$ cat src/rtl/pockstat_timer_pkg.sv
// Shared definitions for the PocketStation timer bank: register map, CTRL layout, prescaler dividers.
// Latency: n/a (constants, types and a pure function only).
// Backpressure: n/a.
package pockstat_timer_pkg;

    // Word offsets of the four registers inside one channel's window
    localparam logic [1:0] REG_RELOAD = 2'd0;
    localparam logic [1:0] REG_COUNT  = 2'd1;
    localparam logic [1:0] REG_CTRL   = 2'd2;
    localparam logic [1:0] REG_STATUS = 2'd3;

    // CTRL register bit positions
    localparam int CTRL_ENABLE  = 0;
    localparam int CTRL_DIV_LSB = 1;
    localparam int CTRL_DIV_MSB = 2;
    localparam int CTRL_ONESHOT = 3;
    localparam int CTRL_IRQ_EN  = 4;
    localparam int CTRL_W       = 5;

    // STATUS register bit positions
    localparam int STATUS_PENDING = 0;

    // Prescaler counter width; wide enough for the largest divider (2048)
    localparam int PRESC_W = 11;

    typedef enum logic [1:0] {
        DIV_2    = 2'b00,
        DIV_32   = 2'b01,
        DIV_512  = 2'b10,
        DIV_2048 = 2'b11
    } div_sel_e;

    // Terminal prescaler value (divider - 1) at which a tick is produced
    function automatic logic [PRESC_W-1:0] div_terminal(input div_sel_e sel);
        case (sel)
            DIV_2:   return 11'd1;
            DIV_32:  return 11'd31;
            DIV_512: return 11'd511;
            default: return 11'd2047;
        endcase
    endfunction

endpackage

$ cat src/rtl/pockstat_timer_chan.sv
// One timer channel: prescaler, down-counter with reload, CTRL fields and a sticky pending flag.
// Latency: register writes take effect on the next edge; pending rises on the underflow edge.
// Backpressure: none; writes are single-cycle strobes and are always accepted.
module pockstat_timer_chan
    import pockstat_timer_pkg::*;
#(
    parameter int CNT_W = 16
) (
    input  logic             clk,
    input  logic             reset,
    input  logic             ce,
    input  logic             wr_reload,
    input  logic             wr_count,
    input  logic             wr_ctrl,
    input  logic             wr_status,
    input  logic [CNT_W-1:0] wdata,
    output logic [CNT_W-1:0] reload,
    output logic [CNT_W-1:0] count,
    output logic [CTRL_W-1:0] ctrl,
    output logic             pending,
    output logic             irq
);

    logic                enable;
    div_sel_e            div_sel;
    logic                oneshot;
    logic                irq_en;
    logic [PRESC_W-1:0]  presc;
    logic                tick;
    logic                underflow;

    // A tick ends each prescaler period; a CPU COUNT write in that cycle overrides it
    assign tick      = ce && enable && (presc == div_terminal(div_sel));
    assign underflow = tick && !wr_count && (count == '0);

    // Prescaler: runs only while enabled on ce, restarts on any CTRL write
    always_ff @(posedge clk) begin
        if (reset) begin
            presc <= '0;
        end else if (wr_ctrl) begin
            presc <= '0;
        end else if (ce && enable) begin
            presc <= tick ? '0 : presc + PRESC_W'(1);
        end
    end

    // RELOAD is only ever changed by the CPU; an underflow in the same cycle still sees the old value
    always_ff @(posedge clk) begin
        if (reset) begin
            reload <= '0;
        end else if (wr_reload) begin
            reload <= wdata;
        end
    end

    // Down-counter: CPU write has priority over the tick
    always_ff @(posedge clk) begin
        if (reset) begin
            count <= '0;
        end else if (wr_count) begin
            count <= wdata;
        end else if (tick) begin
            count <= (count == '0) ? reload : count - CNT_W'(1);
        end
    end

    // CTRL fields; a one-shot underflow drops enable unless the CPU rewrites CTRL that cycle
    always_ff @(posedge clk) begin
        if (reset) begin
            enable  <= 1'b0;
            div_sel <= DIV_2;
            oneshot <= 1'b0;
            irq_en  <= 1'b0;
        end else if (wr_ctrl) begin
            enable  <= wdata[CTRL_ENABLE];
            div_sel <= div_sel_e'(wdata[CTRL_DIV_MSB:CTRL_DIV_LSB]);
            oneshot <= wdata[CTRL_ONESHOT];
            irq_en  <= wdata[CTRL_IRQ_EN];
        end else if (underflow && oneshot) begin
            enable  <= 1'b0;
        end
    end

    // Pending flag: set on underflow, write-1-to-clear; a simultaneous set wins
    always_ff @(posedge clk) begin
        if (reset) begin
            pending <= 1'b0;
        end else if (underflow) begin
            pending <= 1'b1;
        end else if (wr_status && wdata[STATUS_PENDING]) begin
            pending <= 1'b0;
        end
    end

    assign ctrl = {irq_en, oneshot, div_sel, enable};
    assign irq  = pending && irq_en;

endmodule

$ cat src/rtl/pockstat_timer_bank.sv
// Bank of NUM_TIMERS down-counting timers on the peripheral bus with per-channel maskable interrupts.
// Latency: read data returns with bus_rvalid one cycle after bus_rd; irq follows pending combinationally.
// Backpressure: none; every bus strobe is accepted in the cycle it is presented.
module pockstat_timer_bank
    import pockstat_timer_pkg::*;
#(
    parameter int NUM_TIMERS = 3,
    parameter int CNT_W      = 16,
    parameter int ADDR_W     = $clog2(NUM_TIMERS) + 2
) (
    input  logic                  clk,
    input  logic                  reset,
    input  logic                  ce,
    input  logic [ADDR_W-1:0]     bus_addr,
    input  logic                  bus_wr,
    input  logic                  bus_rd,
    input  logic [31:0]           bus_wdata,
    output logic [31:0]           bus_rdata,
    output logic                  bus_rvalid,
    output logic [NUM_TIMERS-1:0] irq,
    output logic                  irq_any
);

    logic [31:0]       addr_ext;
    logic [29:0]       chan_idx;
    logic [1:0]        reg_sel;
    logic [31:0]       rd_mux;
    logic              unused_wdata;

    logic [CNT_W-1:0]  reload_q  [NUM_TIMERS];
    logic [CNT_W-1:0]  count_q   [NUM_TIMERS];
    logic [CTRL_W-1:0] ctrl_q    [NUM_TIMERS];
    logic [NUM_TIMERS-1:0] pending_q;

    // Zero-extend so the channel field decodes uniformly, including a single-channel bank
    assign addr_ext     = 32'(bus_addr);
    assign chan_idx     = addr_ext[31:2];
    assign reg_sel      = addr_ext[1:0];
    assign unused_wdata = ^bus_wdata;

    for (genvar i = 0; i < NUM_TIMERS; i++) begin : g_chan
        logic sel;
        assign sel = (chan_idx == 30'(i));

        pockstat_timer_chan #(
            .CNT_W (CNT_W)
        ) u_chan (
            .clk       (clk),
            .reset     (reset),
            .ce        (ce),
            .wr_reload (bus_wr && sel && (reg_sel == REG_RELOAD)),
            .wr_count  (bus_wr && sel && (reg_sel == REG_COUNT)),
            .wr_ctrl   (bus_wr && sel && (reg_sel == REG_CTRL)),
            .wr_status (bus_wr && sel && (reg_sel == REG_STATUS)),
            .wdata     (bus_wdata[CNT_W-1:0]),
            .reload    (reload_q[i]),
            .count     (count_q[i]),
            .ctrl      (ctrl_q[i]),
            .pending   (pending_q[i]),
            .irq       (irq[i])
        );
    end

    // Read mux over pre-write register values; unmapped channels read as zero
    always_comb begin
        rd_mux = '0;
        for (int i = 0; i < NUM_TIMERS; i++) begin
            if (chan_idx == 30'(i)) begin
                case (reg_sel)
                    REG_RELOAD: rd_mux = 32'(reload_q[i]);
                    REG_COUNT:  rd_mux = 32'(count_q[i]);
                    REG_CTRL:   rd_mux = 32'(ctrl_q[i]);
                    default:    rd_mux = 32'(pending_q[i]);
                endcase
            end
        end
    end

    // Registered read port: capture on bus_rd, hold otherwise
    always_ff @(posedge clk) begin
        if (reset) begin
            bus_rdata  <= '0;
            bus_rvalid <= 1'b0;
        end else begin
            bus_rvalid <= bus_rd;
            if (bus_rd) begin
                bus_rdata <= rd_mux;
            end
        end
    end

    assign irq_any = |irq;

endmodule

$ cat config.mk
export PLATFORM = sky130hd
export DESIGN_NAME = pockstat_timer_bank
export DESIGN_NICKNAME = d
export VERILOG_FILES = /design/src/rtl/pockstat_timer_pkg.sv /design/src/rtl/pockstat_timer_chan.sv /design/src/rtl/pockstat_timer_bank.sv
export SDC_FILE = /design/constraint.sdc
export NUM_CORES = 1
export LEC_CHECK = 0
export CAP_MARGIN = 20
export CORE_MARGIN = 8
export CORE_UTILIZATION = 40
export CTS_BUF_LIST = sky130_fd_sc_hd__clkbuf_16
export DETAILED_ROUTE_END_ITERATION = 8
export HOLD_SLACK_MARGIN = 0.08
export MAX_ROUTING_LAYER = met4
export SLEW_MARGIN = 20
export SYNTH_ARGS = -nofsm -noshare
export SYNTH_HDL_FRONTEND = slang
export SYNTH_HIERARCHICAL = 1
export SYNTH_SLANG_ARGS = --single-unit
export TNS_END_PERCENT = 50
$ cat constraint.sdc
create_clock -name clk -period 5 [get_ports clk]
set_input_delay 1 -clock clk [delete_from_list [all_inputs] [get_ports clk]]
set_output_delay 1 -clock clk [all_outputs]
set_load 0.02 [all_outputs]
# After elaboration in Yosys (flattened, before gate mapping)
# Index checks and enable logic that the tools add are counted.
# totals
inputBits,41
output_inout_bits,37
word_cells,139
register_bits,180
# op_classes
add_sub_neg,6
eq_ne,14
n_reduce_logical,60
muxes,33
# ops
cell,count
2-to-1 mux 16 bit,10
case mux 16 bit (3 select lines),3
case mux 11 bit (3 select lines),3
2-to-1 mux 32 bit,2
logical NOT 16 bit,3
"subtractor 16 x 1 -> 16 bit, second input constant",3
logical AND 1 bit,36
"adder 11 x 1 -> 11 bit, second input constant",3
== test 11 bit,3
2-to-1 mux 11 bit,3
logical NOT 30 bit,1
nonzero test 2 bit,9
"== test 2 bit, second input constant",6
2-to-1 mux 1 bit,12
"== test 2 x 1 -> 1 bit, second input constant",5
logical NOT 2 bit,4
OR reduction 2 bit,3
logical NOT 1 bit,3
OR reduction 3 bit,1

# Logic depth before layout (Yosys ltp)
# depth
ltp_word,9
mapped_depth,11
mapped_depth_nobuf,7

# Hierarchy
# Netlist, hierarchy kept.
# modules_own_cells
mod,cells_each,seq_area_each_um2,instances,area_each_um2
pockstat_timer_chan (g_chan[0].u_chan),311,980.9,1,2688.8
pockstat_timer_chan (g_chan[2].u_chan),316,980.9,1,2636.3
pockstat_timer_chan (g_chan[1].u_chan),303,980.9,1,2596.2
pockstat_timer_bank,224,340.3,1,1844.3

# Least setup slack after synthesis
# No wires, ideal clock.
# synth_path
path_kind,input-to-reg
from,input bus_addr[2]
to,register g_chan[2].u_chan.reload[5]
required_time_ns,4.872
cell_stages,10
path_buffers,5
t_arrival_ns,2.782
setup_ns,0.128
slack_ns,2.090
path_cell_list,buf_6 nor2b_2 buf_6 buf_2 nand2_1 nor2_1 clkbuf_1 clkbuf_1 mux2i_1 nor2_1
# synth_between
elab_chain_len,3
# synth_rtl
item,line_no,text
from (decl),pockstat_timer_bank.sv:14,"input logic [ADDR_W-1:0] bus_addr,"
== test 2 bit,pockstat_timer_bank.sv:43,assign sel = (chan_idx == 30'(i));
logical AND 1 bit (2 in a row),pockstat_timer_bank.sv:51,".wr_reload (bus_wr && sel && (reg_sel == REG_RELOAD)),"
to (signal assigned),pockstat_timer_chan.sv:52,reload <= wdata;
to (decl),pockstat_timer_chan.sv:17,"output logic [CNT_W-1:0] reload,"
# No other way between the ends.
# A chain may end at the register's enable or synchronous reset.

# Worst setup path after layout
# layout_path
from,input bus_addr[3]
to,register g_chan[2].u_chan.count[5]
# layout_between
elab_chain_len,4
word_cells_on_any_way,5
classes_between,eq/ne: 1; mux: 1; reduce/logical: 3
# layout_rtl
item,line_no,text
== test 2 bit (*),pockstat_timer_bank.sv:43,
logical AND 1 bit (*) (2 in a row),pockstat_timer_bank.sv:52,".wr_count (bus_wr && sel && (reg_sel == REG_COUNT)),"
2-to-1 mux 16 bit / nonzero test 2 bit (equally long branches),-,
to (signal assigned),pockstat_timer_chan.sv:61,count <= wdata;
to (signal assigned),pockstat_timer_chan.sv:63,count <= (count == '0) ? reload : count - CNT_W'(1);
to (decl),pockstat_timer_chan.sv:18,"output logic [CNT_W-1:0] count,"
# Mark *: on every way between the ends. The rest lies on a longest branch, timed or not.

==> flow_summary.yaml <==
status:
  status: "finished, final reports clean"
synth:
  yosysSeqAreaShare_pct: 33.6
  yosys.area.top_type_share_pct: 33.6
  synth_flop_cell: "dfxtp_1"
  synth_cells: 1154
  yosysWarningCount: 6
  async_flop_share_pct: 0
  ys_seq_elements: 164
  synth_cell_types: 92
  synth_area_leaders: "dfxtp_1, mux2i_1, nor2_1"
  synth-edff-count: 0
  yosysTopAreaCell: "dfxtp_1"
  syn_area_per_cell_sq_um: 8.46
  syn-cell-area_sq_um: 9770
place:
  place_ws_ps: 1050
  dp_hpwl_microns: 20800
  port_buffers: 45
  gp_congestion: 0.879
worst_setup_path:
  r2r_end: "g_chan[2].u_chan/count[4]"
  reg2reg_slack_ps: 2200
  endpoint: "g_chan[2].u_chan/count[5]"
  critical_path_peak_fanout: 12
  crit_type: "in -> reg"
  r2r_cells: 7
  r2r-start: "g_chan[2].u_chan/count[0]"
  start_kind: "input pin"
  end_kind: "flop"
  worstPathArrival_ps: 3870
  crit_start: "bus_addr[3]"
  required_ps: 5350
clock_network:
  clkSlewWorstSetupHoldPaths_ps: 70
  cts_tree: "yes"
  clkSinkCount: 164
  insertion_delay_ps: 430
  cts_resized: 0
  ctsHtreeMaxLevel: 4
  cts_setup_buffers: 0
  cts_root_buf: "clkbuf_16"
  hold_buffers: 0
  clk_path_buf_depth: 2
  cts-buffers-inserted: 17
sta:
  hold_viol_final: 0
  fin_worst_skew_ps: 7.86
  holdWs_ps: 474
  drv_slew: 0
  relSlewSlack_pct: 27.2
  grt_setup_unrepaired: "false"
  setup_ws_ps: 1480
  finalCriticalPeriod_ps: 3520
  fin_setup_tns_ps: 0
  finalSetupViolCount: 0
  fmax_mhz: 284
  period_share_pct: 70.4
  worst_pin_slew_ps: 1080
power_and_ir_drop:
  vdd_ir_drop_max_v: 0.000188
  power_leakage_nw: 3.85
  power.density_nw_per_um2: 288
  finalPower_mw: 3.11
grt:
  grt_first_pass_wirelength_microns: 46600
  grt_pass1_vias: 8061
  grt_max_degree: 66
  track_usage_pct: 20.7
  antenna_found_initial: 0
  grt_remaining_overflow: 0
drt:
  vias: 8731
  post_drt_via_cell_ratio: 5.85
  drc: 0
  drtAntennaViolNets: 0
  routed_wl_microns: 29900
  first_pass_iters: 6
  drtIter0Drc: 834
  wire_per_inst_microns: 20.0
flow_run:
  cap_viol_max_count: 0
floorplan:
  dieHeight_microns: 172
  die_w_microns: 172
  fp-row-count: 57
  fp.coreArea_sq_um: 24200
  die_area_sq_um: 29700
  ios: 78
  initial_core_util_pct: 40.4
final_layout:
  fin_nets: 1206
  areaGrowthSynthToFinish_pct: 10.7
  final_util_pct: 44.7
  drive_gt1_share_pct: 10.7
  antenna_cells: 0
min_path:
  hp-class: "reg -> reg"
[critical path, stage by stage]
cell and delay (ps):
clkdlybuf4s50_1 840, nor2b_2 270, nand2_1 120, nor2_1 110, buf_4 200, clkinv_1 310
nor2_1 740, nand2_1 170, o31ai_2 90
[cell type report]
cell class                 count  area, sq um
fill                        2468        13400
multi-input combinational    875         5810
sequential                   164         3280
timing repair buffer          65          593
clock buffer                  17          425
tap                          324          405
clock inverter                15          166
inverter                      33          124
[stage by stage]
step | instances | instance area [sq um]
after CTS | 1493 | 10800
after global routing | 1493 | 10800
final | 1493 | 10800
after floorplan | 1169 | 9820
after global placement | 1461 | 10200
after detailed placement | 1461 | 10200
[per-layer routing]
metal | global-route usage (%) | routed length, microns | vias to the layer above
li1 | - | - | 4216
met4 | 5.28 | 435 | 0
met2 | 31.4 | 13800 | 259
met3 | 4.36 | 1970 | 26
met5 | - | 0 | -
met1 | 27.5 | 13700 | 4230
[flip-flops by register name (all words and copies together), names as in the netlist, 3 cells and up]
register,count
g_chan.u_chan/oneshot,3
g_chan.u_chan/enable,3
g_chan.u_chan/count,48
g_chan.u_chan/presc,33
bus_rdata,16
g_chan.u_chan/reload,48
g_chan.u_chan/div_sel,6
g_chan.u_chan/irq_en,3
g_chan.u_chan/pending,3
[cells by family after synthesis]
| logic type | Yosys count | share of synthesized area (%) |
|---|---|---|
| adders and majority gates | 9 | 1.15 |
| buffers and inverters | 130 | 7.56 |
| xor gates and xnor gates | 33 | 2.96 |
| other | 1 | 0.0384 |
| AOI/OAI and AO/OA | 283 | 21.6 |
| muxes | 102 | 11.0 |
| and+or+nand+nor | 432 | 22.1 |
| DFF | 164 | 33.6 |
[cell usage after synthesis (10+ instances only)]
master and n:
a211oi_1 12, a21oi_1 58, a221oi_1 13, and3_1 20
and4_1 11, buf_2 15, buf_4 27, buf_6 11
clkbuf_1 39, dfxtp_1 164, inv_1 29, mux2_2 17
mux2i_1 80, nand2_1 94, nand3_1 16, nand4_1 16
nor2_1 151, nor3_1 36, nor4_1 12, o21ai_0 43
o21ai_1 11, o31ai_1 14, or3_1 20, xnor2_1 10
xor2_1 23
[how the worst min path moves through the flow]
stage	depth (start not counted)	slack, ps	startpoint	to
after floorplan	2	440	g_chan[2].u_chan/pending	g_chan[2].u_chan/pending
after global placement	2	460	bus_rdata[10]	bus_rdata[10]
after detailed placement	2	470	bus_rdata[14]	bus_rdata[14]
after CTS	2	480	bus_rdata[10]	bus_rdata[10]
after global routing	2	490	g_chan[1].u_chan/pending	g_chan[1].u_chan/pending
final	2	470	bus_rdata[10]	bus_rdata[10]
[layout by cell type, fill, tap and decap left out, types with 16 or more instances in the layout]
cell type / netlist / routed
a21oi_1: 58 / 58
and3_1: 20 / 20
buf_4: 27 / 21
clkbuf_16: 0 / 17
clkdlybuf4s50_1: 0 / 43
conb_1: 1 / 16
dfxtp_1: 164 / 164
inv_1: 29 / 31
mux2_2: 17 / 17
mux2i_1: 80 / 80
nand2_1: 94 / 94
nand3_1: 16 / 16
nand4_1: 16 / 16
nor2_1: 151 / 148
nor3_1: 36 / 36
o21ai_0: 43 / 43
or3_1: 20 / 20
xor2_1: 23 / 23
[power breakdown]
| part | switching (mW) | internal [mW] |
|---|---|---|
| sequential | 0.0213 | 1.32 |
| combinational | 0.269 | 0.148 |
| clock | 0.564 | 0.780 |
(Power assumes the default switching activity.)
